--- src/rtl/cmos_capture_rgb565.sv ---
// cmos_capture_rgb565: OV5640 DVP capture. The block packs byte pairs into RGB565
// pixels and crops each frame to IMG_HDISP x IMG_VDISP. It drives the SDRAM write
// FIFO, skips the unstable frames that follow enable, and flags malformed lines.
// Ports:
//   cmos_pclk, rst_n          pixel clock, async active-low reset
//   cmos_vsync/href/data      camera DVP bus
//   cap_en                    capture enable (async to pclk)
//   sys_we, sys_data_in       pixel write strobe and RGB565 data
//   frame_valid               high while a captured frame is being written
//   frame_done, line_err      one-cycle status pulses
//   frame_cnt                 captured frame counter (wraps)
module cmos_capture_rgb565 #(
  parameter int unsigned IMG_HDISP  = 1024,
  parameter int unsigned IMG_VDISP  = 720,
  parameter int unsigned FRAME_SKIP = 10,
  parameter int unsigned VSYNC_POL  = 1
) (
  input  logic        cmos_pclk,
  input  logic        rst_n,
  input  logic        cmos_vsync,
  input  logic        cmos_href,
  input  logic [7:0]  cmos_data,
  input  logic        cap_en,
  output logic        sys_we,
  output logic [15:0] sys_data_in,
  output logic        frame_valid,
  output logic        frame_done,
  output logic        line_err,
  output logic [7:0]  frame_cnt
);

  localparam int unsigned XW  = $clog2(IMG_HDISP + 1);
  localparam int unsigned YW  = $clog2(IMG_VDISP + 1);
  localparam int unsigned SKW = (FRAME_SKIP < 1) ? 1 : $clog2(FRAME_SKIP + 1);
  localparam logic        VPOL = (VSYNC_POL != 0);

  typedef enum logic [1:0] {
    ST_IDLE    = 2'd0,
    ST_SKIP    = 2'd1,
    ST_CAPTURE = 2'd2,
    ST_STOP    = 2'd3   // cap_en dropped: finish the current frame, then idle
  } state_t;

  state_t state_q, state_d;

  logic           cap_s1_q, cap_en_s_q;
  logic           vs1_q, vs2_q, href1_q, href2_q;
  logic [7:0]     data1_q;
  logic           fs_c, href_ok_c, hrise_c, hfall_c, capturing_c;

  logic [SKW-1:0] skip_cnt_q, skip_cnt_d;
  logic [XW-1:0]  x_q, x_d;
  logic [YW-1:0]  y_q, y_d;
  logic [7:0]     b0_q, b0_d;
  logic           tog_q, tog_d;
  logic           last_wr_q, last_wr_d;
  logic           sys_we_q, sys_we_d;
  logic [15:0]    sys_data_q, sys_data_d;
  logic           frame_valid_q, frame_valid_d;
  logic           frame_done_q, frame_done_d;
  logic           line_err_q, line_err_d;
  logic [7:0]     frame_cnt_q, frame_cnt_d;

  // Input conditioning: cap_en synchronizer and one stage on the DVP bus.
  always_ff @(posedge cmos_pclk or negedge rst_n) begin
    if (!rst_n) begin
      cap_s1_q   <= 1'b0;
      cap_en_s_q <= 1'b0;
      vs1_q      <= 1'b0;
      vs2_q      <= 1'b0;
      href1_q    <= 1'b0;
      href2_q    <= 1'b0;
      data1_q    <= 8'h00;
    end else begin
      cap_s1_q   <= cap_en;
      cap_en_s_q <= cap_s1_q;
      vs1_q      <= VPOL ? cmos_vsync : ~cmos_vsync;
      vs2_q      <= vs1_q;
      href1_q    <= cmos_href;
      href2_q    <= href_ok_c;
      data1_q    <= cmos_data;
    end
  end

  // href during active vsync is masked so it never produces line events.
  assign fs_c        = vs1_q & ~vs2_q;
  assign href_ok_c   = href1_q & ~vs1_q;
  assign hrise_c     = href_ok_c & ~href2_q;
  assign hfall_c     = ~href_ok_c & href2_q;
  assign capturing_c = (state_q == ST_CAPTURE) || (state_q == ST_STOP);

  // State register.
  always_ff @(posedge cmos_pclk or negedge rst_n) begin
    if (!rst_n) state_q <= ST_IDLE;
    else        state_q <= state_d;
  end

  // Next-state logic.
  always_comb begin
    state_d = state_q;
    case (state_q)
      ST_IDLE:    if (cap_en_s_q) state_d = ST_SKIP;
      ST_SKIP: begin
        if (!cap_en_s_q)                                   state_d = ST_IDLE;
        else if (fs_c && (skip_cnt_q == SKW'(FRAME_SKIP))) state_d = ST_CAPTURE;
      end
      ST_CAPTURE: if (!cap_en_s_q) state_d = ST_STOP;
      ST_STOP:    if (fs_c) state_d = ST_IDLE;
      default:    state_d = ST_IDLE;
    endcase
  end

  // Output and datapath next values.
  always_comb begin
    skip_cnt_d    = skip_cnt_q;
    x_d           = x_q;
    y_d           = y_q;
    b0_d          = b0_q;
    tog_d         = tog_q;
    last_wr_d     = 1'b0;
    sys_we_d      = 1'b0;
    sys_data_d    = sys_data_q;
    frame_valid_d = frame_valid_q;
    frame_done_d  = 1'b0;
    line_err_d    = 1'b0;
    frame_cnt_d   = frame_cnt_q;

    // Skipped-frame counter only lives in SKIP.
    if (state_q == ST_SKIP) begin
      if (fs_c) skip_cnt_d = skip_cnt_q + SKW'(1);
    end else begin
      skip_cnt_d = '0;
    end

    if (capturing_c) begin
      if (href_ok_c) begin
        // href rise forces the toggle to "first byte".
        if (hrise_c || !tog_q) begin
          b0_d  = data1_q;
          tog_d = 1'b1;
          if (hrise_c) x_d = '0;
        end else begin
          tog_d = 1'b0;
          if ((x_q < XW'(IMG_HDISP)) && (y_q < YW'(IMG_VDISP))) begin
            sys_we_d   = 1'b1;
            sys_data_d = {b0_q, data1_q};
            last_wr_d  = (x_q == XW'(IMG_HDISP - 1)) && (y_q == YW'(IMG_VDISP - 1));
          end
          if (x_q < XW'(IMG_HDISP)) x_d = x_q + XW'(1);
        end
      end
      if (hfall_c) begin
        if (y_q < YW'(IMG_VDISP)) begin
          line_err_d = tog_q || (x_q < XW'(IMG_HDISP));
          y_d        = y_q + YW'(1);
        end
        tog_d = 1'b0;   // a dangling byte is dropped
      end
      if (fs_c) begin
        frame_done_d = 1'b1;
        frame_cnt_d  = frame_cnt_q + 8'd1;
      end
    end else begin
      tog_d = 1'b0;
    end

    if (fs_c) y_d = '0;

    // frame_valid: set by the fs that opens a captured frame, cleared after the last pixel.
    if (last_wr_q) frame_valid_d = 1'b0;
    if (fs_c)      frame_valid_d = (state_d == ST_CAPTURE) || (state_d == ST_STOP);
    if ((state_d == ST_IDLE) || (state_d == ST_SKIP)) frame_valid_d = 1'b0;
  end

  // Datapath and output registers.
  always_ff @(posedge cmos_pclk or negedge rst_n) begin
    if (!rst_n) begin
      skip_cnt_q    <= '0;
      x_q           <= '0;
      y_q           <= '0;
      b0_q          <= 8'h00;
      tog_q         <= 1'b0;
      last_wr_q     <= 1'b0;
      sys_we_q      <= 1'b0;
      sys_data_q    <= 16'h0000;
      frame_valid_q <= 1'b0;
      frame_done_q  <= 1'b0;
      line_err_q    <= 1'b0;
      frame_cnt_q   <= 8'h00;
    end else begin
      skip_cnt_q    <= skip_cnt_d;
      x_q           <= x_d;
      y_q           <= y_d;
      b0_q          <= b0_d;
      tog_q         <= tog_d;
      last_wr_q     <= last_wr_d;
      sys_we_q      <= sys_we_d;
      sys_data_q    <= sys_data_d;
      frame_valid_q <= frame_valid_d;
      frame_done_q  <= frame_done_d;
      line_err_q    <= line_err_d;
      frame_cnt_q   <= frame_cnt_d;
    end
  end

  assign sys_we      = sys_we_q;
  assign sys_data_in = sys_data_q;
  assign frame_valid = frame_valid_q;
  assign frame_done  = frame_done_q;
  assign line_err    = line_err_q;
  assign frame_cnt   = frame_cnt_q;

endmodule

--- config.mk ---
export PLATFORM = sky130hd
export DESIGN_NAME = cmos_capture_rgb565
export DESIGN_NICKNAME = d
export VERILOG_FILES = /design/src/rtl/cmos_capture_rgb565.sv
export SDC_FILE = /design/constraint.sdc
export NUM_CORES = 1
export LEC_CHECK = 0
export CORE_MARGIN = 2
export CORE_UTILIZATION = 35
export DETAILED_ROUTE_END_ITERATION = 10
export HOLD_SLACK_MARGIN = 0.02
export PLACE_DENSITY = 0.62
export RECOVER_POWER = 50
export SETUP_SLACK_MARGIN = 0.3
export SYNTH_ARGS = -nofsm -noshare
export SYNTH_HDL_FRONTEND = slang
export SYNTH_SLANG_ARGS = --single-unit
--- constraint.sdc ---
create_clock -name cmos_pclk -period 2.2 [get_ports cmos_pclk]
set_input_delay 0.44 -clock cmos_pclk [delete_from_list [all_inputs] [get_ports cmos_pclk]]
set_output_delay 0.44 -clock cmos_pclk [all_outputs]
set_load 0.02 [all_outputs]
==> flow_metrics.py <==
metrics = {
    "synth": {
        "synthesis.area_per_instance_um2": 12.5,
        "synth-seq-area-share_pct": 60.1,
        "synth-simple-area-share_pct": 14.3,
        "synth_top_family_by_area": "simple AND/OR/NAND/NOR gates",
        "synth_xor_area_share_pct": 3.20,
        "synth_edf_count": 0,
        "synth_nets": 280,
        "synth_compound_area_share_pct": 7.65,
        "ys_warn_count": 0,
        "synth-adder-area-share_pct": 1.90,
        "ys.flop_type": "dfrtp_1",
        "netlist_instances": 262,
        "synthArstFlopShare_pct": 100,
        "synthMuxAreaShare_pct": 10.2,
        "yosys.cell_types.count": 43,
        "syn-cell-area_um2": 3290,
        "yosys_register_bits": 79,
    },
    "detailed_routing": {
        "wirelength_um": 5820,
        "drt_iter0_drc": 49,
        "wl_met1_um": 2860,
        "vias_per_cell": 4.95,
        "wl_met2_um": 2690,
        "post-route-drc-count": 0,
        "vias": 2110,
        "wl_per_cell_um": 13.7,
        "drtAntennaViolNets": 0,
        "routed.top_layer": "met4",
        "dr.pass1.iters": 4,
        "wl_met3_um": 203,
    },
    "critical_path": {
        "r2r_slack_ns": 0.38,
        "arrival_ns": 2.04,
        "crit_path_max_fanout": 5,
        "worstReg2RegStart": "x_q[0]",
        "end_kind": "register",
        "r2r_end": "last_wr_q",
        "start_kind": "register",
        "critPathKind": "register to register",
        "endpoint": "last_wr_q",
        "r2r_cells": 5,
        "startpoint": "x_q[0]",
        "cp.required_ns": 2.41,
    },
    "finish": {
        "fin_nets": 328,
        "fin_area_um2": 4030,
        "antenna_cells": 0,
        "area_growth_pct": 22.5,
        "final.fill_count": 881,
        "layout-drive-gt1-share_pct": 15.9,
    },
    "hold_path": {
        "hp-class": "primary input to async pin",
    },
    "floorplanning": {
        "die_h_um": 101,
        "dieWidth_um": 101,
        "die_area_um2": 10200,
        "core_um2": 9200,
        "io_pins": 41,
        "row_count": 35,
        "start_util_pct": 35.7,
    },
    "pwr": {
        "power.leakage_nw": 1.91,
        "swShare_pct": 21.6,
        "pwr-share-seq_pct": 54.4,
        "intPower_mw": 2.13,
        "clkPwrFrac_pct": 43.2,
        "powerDensity_nw_per_um2": 675,
        "net-switching-power_mw": 0.587,
        "ir_worst_vdd_mv": 0.362,
        "total_power_mw": 2.72,
        "comb_power_share_pct": 2.4,
    },
    "global_route": {
        "grt_max_degree": 43,
        "gr-total-overflow": 0,
        "antenna_found_initial": 0,
        "grt_pass1_wl_um": 9650,
        "track_usage_pct": 12.1,
        "grt_pass1_vias": 1984,
    },
    "clock_network": {
        "post-cts-setup-buffer-count": 0,
        "cts_tree": "built",
        "cts_root_buf": "clkbuf_8",
        "cts_max_level": 3,
        "cts.sinks": 79,
        "cts_buffers": 9,
        "clkTransAtPathRegs_ns": 0.08,
        "cts_hold_buf": 0,
        "ctsResizeCount": 2,
        "insertion_delay_ns": 0.34,
        "clockBufferDepth": 2,
    },
    "place": {
        "gp_congestion": 0.812,
        "detailed_place.area_um2": 3800,
        "dp.final_hpwl_um": 3970,
        "io_buffers": 40,
    },
    "timing": {
        "slew_headroom_pct": 33.6,
        "maxSlewViolCount": 0,
        "max_freq_ghz": 0.548,
        "finalCritPeriodShare_pct": 82.9,
        "rsz0062_at_grt": "false",
        "finalHoldViolCount": 0,
        "clock-skew-final_ns": 0.00691,
        "setup_viol": 0,
        "finalWorstPathRequiredPeriod_ns": 1.82,
        "fin_setup_tns_ns": 0,
        "tightest_slew_ns": 0.996,
    },
    "run": {
        "cap_violations": 0,
    },
    "run_status": {
        "status": "finished clean",
    },
}
==> worst max-delay path: stages (launching register included) <==
cell     delay [ns]
dfrtp_1        0.40
ha_1           0.20
nand3_1        0.20
nor4_2         0.31
nand3_1        0.19
nor4_1         0.40
==> routing by layer <==
| layer | up-vias | global-route usage (%) |
|---|---|---|
| met5 | - | 0 |
| met4 | 0 | 3.43 |
| met3 | 7 | 4.30 |
| met2 | 31 | 18.8 |
| met1 | 1048 | 16.0 |
| li1 | 1024 | - |
==> stage by stage <==
step | instances | setup slack, ns | hold WS [ns] | utilization (%)
final | 426 | 0.377 | 0.243 | 43.8
after global routing | 426 | 0.214 | 0.321 | 43.8
after CTS | 426 | 0.320 | 0.0708 | 43.8
after detailed placement | 410 | 0.196 | 0.336 | 41.3
after global placement | 410 | 0.284 | 0.337 | 41.3
after floorplan | 262 | 0.510 | 0.144 | -
==> cells in the final DEF (no fill, tap or decap), drive strengths merged, types with 4 or more instances in the layout <==
cell           instances
clkbuf                13
xor2                   6
ha                     5
nand3                 12
dlygate4sd3           11
inv                   10
xnor2                  6
o31ai                  4
nor2                  11
dfrtp                 79
a21oi                 16
nand2b                 6
or4                    4
or3                    8
and3                   4
o21ai                  9
nand4                  5
clkdlybuf4s50         26
nand2                 13
mux2                  25
==> power by group through the flow <==
stage	clock network, mW	logic [mW]	registers, mW
finish	1.17	0.0665	1.48
global route	1.27	0.0785	1.48
CTS	1.21	0.0773	1.48
detailed placement	0	0.0770	1.51
global placement	0	0.0756	1.51
floorplan	0	0.0160	1.50
==> cells by family (layout without fill, tap and decap cells) <==
logic type,count (synthesis),count (layout)
buf+inv,16,69
fa+ha+maj,5,5
flops,79,79
simple gates,82,82
xor+xnor,12,12
mux,27,27
compound gates,41,41
==> layout make-up <==
type | count | area, um^2 | area share, %
well taps | 111 | 139 | 3.45
clock inverters | 7 | 95.1 | 2.36
clock buffers | 9 | 124 | 3.08
multi-input cells | 167 | 1240 | 30.8
flip-flops and latches | 79 | 1980 | 49.1
repair buffers | 44 | 419 | 10.4
inverters | 9 | 33.8 | 0.839
==> cells in the mapped netlist (all sizes together) (2+ instances only) <==
library cell	number	share of area [%]
dfrtp	79	60
nand3	12	1.8
or2	2	0.46
nor2	11	1.3
nand3b	3	1.1
and2	2	0.38
nand2b	6	1.1
nand4	5	0.95
nor4	2	0.38
o21a	2	0.46
a21oi	16	2.4
mux2	25	9.6
nand2	13	1.5
clkbuf	4	0.46
buf	3	1.1
o21ai	9	1.4
mux2i	2	0.61
or4	4	0.91
xnor2	6	1.6
a21o	3	0.69
and4	3	0.80
inv	9	1.0
xor2	6	1.6
o31ai	4	0.91
nor3	3	0.46
or3	8	1.5
ha	5	1.9
and3	4	0.76
and2b	2	0.46
==> state kept, by name, indices dropped and copies added (netlist names) <==
signal / count
sys_data_in: 16
x_q: 11
y_q: 10
b0_q: 8
data1_q: 8
frame_cnt: 8
skip_cnt_q: 4
state_q: 2
cap_en_s_q: 1
cap_s1_q: 1
frame_done: 1
frame_valid: 1
href1_q: 1
href2_q: 1
last_wr_q: 1
line_err: 1
sys_we: 1
tog_q: 1
vs1_q: 1
vs2_q: 1
==> worst min-delay path by stage <==
stage,cells past startpoint,end,start
after floorplan,0,b0_q[0],rst_n
after global placement,0,cap_en_s_q,cap_s1_q
after detailed placement,0,cap_en_s_q,cap_s1_q
after CTS,1,sys_data_in[3],rst_n
after global routing,1,sys_data_in[3],rst_n
final,1,data1_q[3],rst_n
Power figures use the tool's default switching activity.
